File: src/rtl/school_seating_system.sv
// school_seating_system: 32-entry seat table with owner/state/stamp per seat,
// a minute-of-day clock, owner-checked state transitions, automatic release of
// AWAY and RESERVED seats on timeout, and combinational readback.
module school_seating_system (
  input  logic        clk,
  input  logic        rst_n,
  input  logic [24:0] Student_No,
  input  logic [4:0]  Seat_No,
  input  logic        write,
  output logic [10:0] Time,
  input  logic [1:0]  Seat_State,
  output logic        ack,
  output logic        err,
  output logic [24:0] rd_student,
  output logic [1:0]  rd_state
);

  localparam logic [1:0]  ST_EMPTY    = 2'b00;
  localparam logic [1:0]  ST_AWAY     = 2'b01;
  localparam logic [1:0]  ST_RESERVED = 2'b10;
  localparam logic [1:0]  ST_OCCUPIED = 2'b11;
  localparam logic [10:0] TIME_LAST   = 11'd1439;
  localparam logic [10:0] AWAY_LIMIT  = 11'd30;
  localparam logic [10:0] RES_LIMIT   = 11'd15;

  // Minutes since the stamp, modulo one day. The true result is always below
  // 1440, so the 11-bit wrap-around in the second branch is harmless.
  function automatic logic [10:0] elapsed_min(input logic [10:0] now,
                                              input logic [10:0] stamp);
    logic [10:0] result;
    if (now >= stamp) begin
      result = now - stamp;
    end else begin
      result = now + 11'd1440 - stamp;
    end
    return result;
  endfunction

  logic [24:0] owner_r [32];
  logic [1:0]  state_r [32];
  logic [10:0] stamp_r [32];
  logic [10:0] time_r;
  logic        ack_r;
  logic        err_r;

  logic [24:0] cur_owner_s;
  logic [1:0]  cur_state_s;
  logic        owns_other_s;
  logic        accept_s;
  logic [24:0] new_owner_s;
  logic [1:0]  new_state_s;
  logic [10:0] new_stamp_s;
  logic [31:0] timeout_s;

  assign cur_owner_s = owner_r[Seat_No];
  assign cur_state_s = state_r[Seat_No];

  // Does the requester already hold a non-empty seat somewhere in the table?
  always_comb begin
    owns_other_s = 1'b0;
    for (int i = 0; i < 32; i++) begin
      owns_other_s = owns_other_s |
                     ((state_r[i] != ST_EMPTY) && (owner_r[i] == Student_No));
    end
  end

  // Evaluate the request against the addressed entry and form its new contents.
  always_comb begin
    accept_s    = 1'b0;
    new_owner_s = cur_owner_s;
    new_state_s = cur_state_s;
    new_stamp_s = stamp_r[Seat_No];
    if (Student_No == 25'd0) begin
      accept_s = 1'b0;
    end else if (cur_state_s == ST_EMPTY) begin
      // An empty seat can only be claimed by someone not seated elsewhere.
      if (((Seat_State == ST_OCCUPIED) || (Seat_State == ST_RESERVED)) && !owns_other_s) begin
        accept_s    = 1'b1;
        new_owner_s = Student_No;
        new_state_s = Seat_State;
        new_stamp_s = time_r;
      end else begin
        accept_s = 1'b0;
      end
    end else if (cur_owner_s != Student_No) begin
      accept_s = 1'b0;
    end else if (Seat_State == cur_state_s) begin
      // Re-asserting the current state is accepted but must not refresh the stamp.
      accept_s = 1'b1;
    end else begin
      case ({cur_state_s, Seat_State})
        {ST_RESERVED, ST_OCCUPIED},
        {ST_OCCUPIED, ST_AWAY},
        {ST_AWAY,     ST_OCCUPIED}: begin
          accept_s    = 1'b1;
          new_state_s = Seat_State;
          new_stamp_s = time_r;
        end
        {ST_RESERVED, ST_EMPTY},
        {ST_OCCUPIED, ST_EMPTY},
        {ST_AWAY,     ST_EMPTY}: begin
          accept_s    = 1'b1;
          new_owner_s = 25'd0;
          new_state_s = ST_EMPTY;
        end
        default: begin
          accept_s = 1'b0;
        end
      endcase
    end
  end

  // Per-seat timeout detection, all seats in parallel.
  always_comb begin
    timeout_s = 32'd0;
    for (int i = 0; i < 32; i++) begin
      timeout_s[i] = ((state_r[i] == ST_AWAY)     && (elapsed_min(time_r, stamp_r[i]) >= AWAY_LIMIT)) ||
                     ((state_r[i] == ST_RESERVED) && (elapsed_min(time_r, stamp_r[i]) >= RES_LIMIT));
    end
  end

  // Minute counter, wrapping at the end of the day.
  always_ff @(posedge clk or negedge rst_n) begin
    if (!rst_n) begin
      time_r <= 11'd0;
    end else if (time_r == TIME_LAST) begin
      time_r <= 11'd0;
    end else begin
      time_r <= time_r + 11'd1;
    end
  end

  // Seat table update: an accepted write to a seat takes priority over its timeout.
  always_ff @(posedge clk or negedge rst_n) begin
    if (!rst_n) begin
      for (int i = 0; i < 32; i++) begin
        owner_r[i] <= 25'd0;
        state_r[i] <= ST_EMPTY;
        stamp_r[i] <= 11'd0;
      end
    end else begin
      for (int i = 0; i < 32; i++) begin
        if (write && accept_s && (Seat_No == 5'(i))) begin
          owner_r[i] <= new_owner_s;
          state_r[i] <= new_state_s;
          stamp_r[i] <= new_stamp_s;
        end else if (timeout_s[i]) begin
          owner_r[i] <= 25'd0;
          state_r[i] <= ST_EMPTY;
        end else begin
          owner_r[i] <= owner_r[i];
          state_r[i] <= state_r[i];
        end
      end
    end
  end

  // One-cycle accept/reject pulses for each write strobe.
  always_ff @(posedge clk or negedge rst_n) begin
    if (!rst_n) begin
      ack_r <= 1'b0;
      err_r <= 1'b0;
    end else begin
      ack_r <= write & accept_s;
      err_r <= write & ~accept_s;
    end
  end

  assign Time       = time_r;
  assign ack        = ack_r;
  assign err        = err_r;
  assign rd_state   = cur_state_s;
  assign rd_student = (cur_state_s == ST_EMPTY) ? 25'd0 : cur_owner_s;

endmodule

File: config.mk
export PLATFORM = sky130hd
export DESIGN_NAME = school_seating_system
export DESIGN_NICKNAME = d
export VERILOG_FILES = /design/src/rtl/school_seating_system.sv
export SDC_FILE = /design/constraint.sdc
export NUM_CORES = 2
export LEC_CHECK = 0
export CORE_ASPECT_RATIO = 1.2
export CORE_UTILIZATION = 25
export CTS_CLUSTER_DIAMETER = 30
export DETAILED_ROUTE_END_ITERATION = 12
export PLACE_DENSITY = 0.44
export REMOVE_ABC_BUFFERS = 1
export SLEW_MARGIN = 25
export SYNTH_ARGS = -nofsm -noshare
export SYNTH_HDL_FRONTEND = slang
export SYNTH_SLANG_ARGS = --single-unit
File: constraint.sdc
create_clock -name clk -period 5.65 [get_ports clk]
set_input_delay 1.13 -clock clk [delete_from_list [all_inputs] [get_ports clk]]
set_output_delay 1.13 -clock clk [all_outputs]
set_load 0.01 [all_outputs]
==> impl.org <==
** Clock tree
- Clock tree synthesis found a total of 1229 sinks.
- In this run the clock root is driven by a clkbuf_16.
- TritonCTS built the clock tree.
- In this run the number of H-tree levels came out at 5.
- TritonCTS created 300 clock buffers.
- Longest Clk Path Bufs :: 4
- Clock latency reported for the late side of the worst-skew pair :: between 0.8 and 0.9 ns
- Clock-pin slew was measured on the worst setup and hold paths at 0.05 ns.
- Post CTS Setup Buffer Count :: 0

** Finish
- In the layout the commonest cells are dfrtp_1 (1219), xnor2_1 (877), inv_1 (622), buf_4 (531), ha_1 (513).
- Post-layout nets :: 10.1k
- Filler cells :: 37.1k
- Final design utilization :: 31.6%
- Final std cell area, no fill :: 0.115 sq mm
- Excluding fillers, the count of instances in the completed layout stands at 14.7k.
- Relative to the synthesized area, the layout overhead comes to 25.8%.
- Sequential cell area :: 0.0308 sq mm
- Combined area of the multi-input logic cells :: between 0.05 and 0.06 sq mm
- Most common cell after layout, fill and taps aside :: dfrtp_1
- In the final layout, the share of cells above drive strength 1 is 21.6%.

** Place
- Cell Area, Placed :: approximately 0.10 sq mm
- Detailed placement ended at an HPWL of around 340000 microns.
- Global placement routability congestion :: slightly below 1
- Number of buffers inserted by port buffering :: 74
- Cell count after placement :: 14.2k

** Global route
- Via count of the first global-routing pass :: 82.4k
- Total track usage :: 24.0%
- First-pass GRT wire length :: about 640000 microns
- The initial antenna violation count is 18.
- After global routing the overflow that remains totals 0.
- Largest net degree at the start of global routing :: 139

** STA
- Clock skew on the completed layout was measured at 0.0850 ns.
- For the pin with the worst max-slew slack, the measured transition is 1.18 ns.
- Hold violation count in the final report :: 0
- Max-slew violation count :: 0
- The worst path in the final design needs a cycle of 5.60 ns, including I/O delays and setup.
- Setup violations remaining at the end of the flow were counted as 0.
- After layout, the worst path uses 99.2% of the clock period.
- Highest Clock Rate :: 178 MHz
- Setup repair after global routing left no endpoint under its margin.
- Worst slew margin :: 20.8%

** Setup path
- R2r worst-path depth :: 16
- Slowest cell on crit path :: clkdlybuf4s50_1
- The worst setup path is captured at an output pin.
- Crit path max fanout :: 26
- The signal on the critical path passes through buf_4 -> buf_4 -> nand3_1 -> buf_4 -> o32ai_1 -> nor3_2 -> a32oi_2 -> a22oi_2 -> buf_12 -> nor3_1 -> clkdlybuf4s50_1.
- Type of the worst setup path :: primary input to output pin
- Endpoint required time on the critical path :: ~4.5 ns
- Reg-to-Reg End :: owner_r[133]$_DFFE_PN0P_
- In this design, the stage delay of the slowest critical-path cell is 0.64 ns.
- Across all register-to-register paths, the minimum setup slack is 0.21 ns.
- STA classifies the critical path startpoint as a primary input.
- At the worst endpoint, the arrival time is 4.47 ns.
- By instance count, the cell type seen most on the critical path is buf_4.
- Worst reg2reg startpoint :: Time[5]$_DFF_PN0_

** Power and ir drop
- IR analysis of the VDD net gives a maximum drop of 0.000222 V.
- The analysis attributes to cell leakage a power of approximately 48 nW.
- Dividing total power by cell area gives a power density of 305 mW/mm^2.
- Total power draw :: ~0.035 W

** Synth
- Per-instance average area after synthesis :: between 10 and 15 sq um
- Cell area after synthesis :: 0.0918 sq mm
- Post-synth EDFFs :: 0
- The share of the Yosys chip area taken by registers is 33.5%.
- Count of different cell masters after synthesis :: 101
- Yosys printed 0 warnings.
- Of all flip-flops after synthesis, the portion carrying an async set or reset was 100%.
- The cell count after synthesis came out at about 9k.
- Most used DFF post-synth :: dfrtp_1
- After synthesis the netlist holds a flip-flop and latch count of 1229.

** Die
- # IOs :: 75
- Overall die area :: 0.369 sq mm
- # rows :: 243
- Initial Util :: between 20% and 30%
- Core area :: 0.365 sq mm
- The floorplan step set the die height to 666 microns.
- Width of the die :: 555 microns

** Run
- Count of maximum capacitance violations :: 0

** Routing
- Iteration count of the initial detailed-routing pass :: 6
- After detailed routing, the number of remaining DRC violations is 0.
- Once detail routing completed, the nets flagged for antenna violations numbered 0.
- Vias post-DR :: 81.8k
- Via/cell ratio :: 5.56
- Total routed wirelength :: ~460000 microns
- Average wire per standard cell :: 31.0 microns
- The detailed router finished its first iteration with 7807 violations.

** Min path
- Classification of the worst-slack hold path :: primary input to async pin

** Run status
- The flow ran to the end, and the final reports show no timing, DRC or antenna violations.
==> logic make-up (layout without fill, tap and decap cells) <==
| family | after synthesis | after routing | share of synthesized area, % |
|---|---|---|---|
| fa+ha+maj | 546 | 546 | 7.71 |
| buf+inv | 1172 | 1992 | 5.26 |
| mux | 830 | 830 | 13.3 |
| xor+xnor | 1104 | 1104 | 10.6 |
| other cells | 0 | 8 | 0 |
| flops | 1229 | 1229 | 33.5 |
| compound gates | 2421 | 2421 | 19.6 |
| simple gates | 1676 | 1676 | 10.1 |
==> cells in the mapped netlist (all sizes together), types with 92 or more instances <==
master / instances / area, sq um
a21o: 124 / 931
a21oi: 314 / 1580
a22o: 491 / 4300
buf: 306 / 1580
clkbuf: 239 / 897
dfrtp: 1229 / 30800
ha: 514 / 6430
inv: 625 / 2350
mux2: 393 / 4430
mux2i: 168 / 1680
mux4: 269 / 6060
nand2: 222 / 841
nand4: 271 / 1700
nor2: 348 / 1340
nor2b: 97 / 607
nor3: 196 / 1070
nor4: 132 / 998
o21a: 107 / 803
o21ai: 328 / 1650
o22ai: 92 / 576
o2bb2ai: 360 / 3150
xnor2: 881 / 7720
xor2: 222 / 1940
==> final cells by class <==
class                           count  area share, %
Tap cell                         4900           5.31
Inverter                          627           2.04
Clock inverter                    143           1.73
Sequential cell                  1229           26.7
Timing Repair Buffer              827           7.89
Multi-Input combinational cell   6577           48.9
Clock buffer                      395           7.42
Antenna cell                        8         0.0173
==> report_power, final <==
group	switching (W)	internal, W
sequential	0.000929	0.00949
clock	0.00576	0.0125
combinational	0.00389	0.00263
total	0.0106	0.0246
==> flip-flops by register name, indices dropped and copies added (netlist names) <==
| name | count |
|---|---|
| stamp_r | 352 |
| state_r | 64 |
| Time | 11 |
| owner_r | 800 |
| err | 1 |
| ack | 1 |
==> critical path: cells and delay by family <==
family / cells / cell delay (ns)
buffers and inverters: 5 / 1.70
AOI/OAI and AO/OA: 3 / 0.74
and+or+nand+nor: 3 / 0.85
==> metal layers <==
| layer | global-route usage, % | vias up | part of all wire, % |
|---|---|---|---|
| met4 | 17.2 | 6 | 8.2 |
| met1 | 29.1 | 41900 | 39 |
| met3 | 3.56 | 1109 | 6.3 |
| li1 | - | 35000 | - |
| met5 | 0 | - | 0.0094 |
| met2 | 39.0 | 3730 | 46 |
==> worst max path at each step <==
stage,from,end,slack (ns),cells past startpoint
2_1_floorplan,Seat_No[3],owner_r[298]$_DFFE_PN0P_,-1.09,11
3_3_place_gp,Seat_No[0],stamp_r[119]$_DFFE_PN0P_,-0.70,16
3_5_place_dp,Seat_No[2],owner_r[739]$_DFFE_PN0P_,-0.69,17
4_1_cts,Seat_No[2],rd_student[9],0.05,12
5_1_grt,Seat_No[2],rd_student[9],0.02,12
6_report,Seat_No[2],rd_student[10],0.05,11
==> per-stage QoR <==
step	setup TNS (ns)	worst slack [ns]	hold WS, ns
after detailed placement	-616.86	-0.686	0.513
after global placement	-689.91	-0.698	0.510
final	0	0.0462	0.255
after CTS	0	0.0507	0.258
after global routing	0	0.0153	0.281
after floorplan	-651.27	-1.09	0.484
==> what timing repair did <==
item,4_1_cts,5_1_grt
endpoints found under the setup margin,16,2
hold buffers,0,0
gates resized for setup,6,2
(Power assumes the default switching activity.)
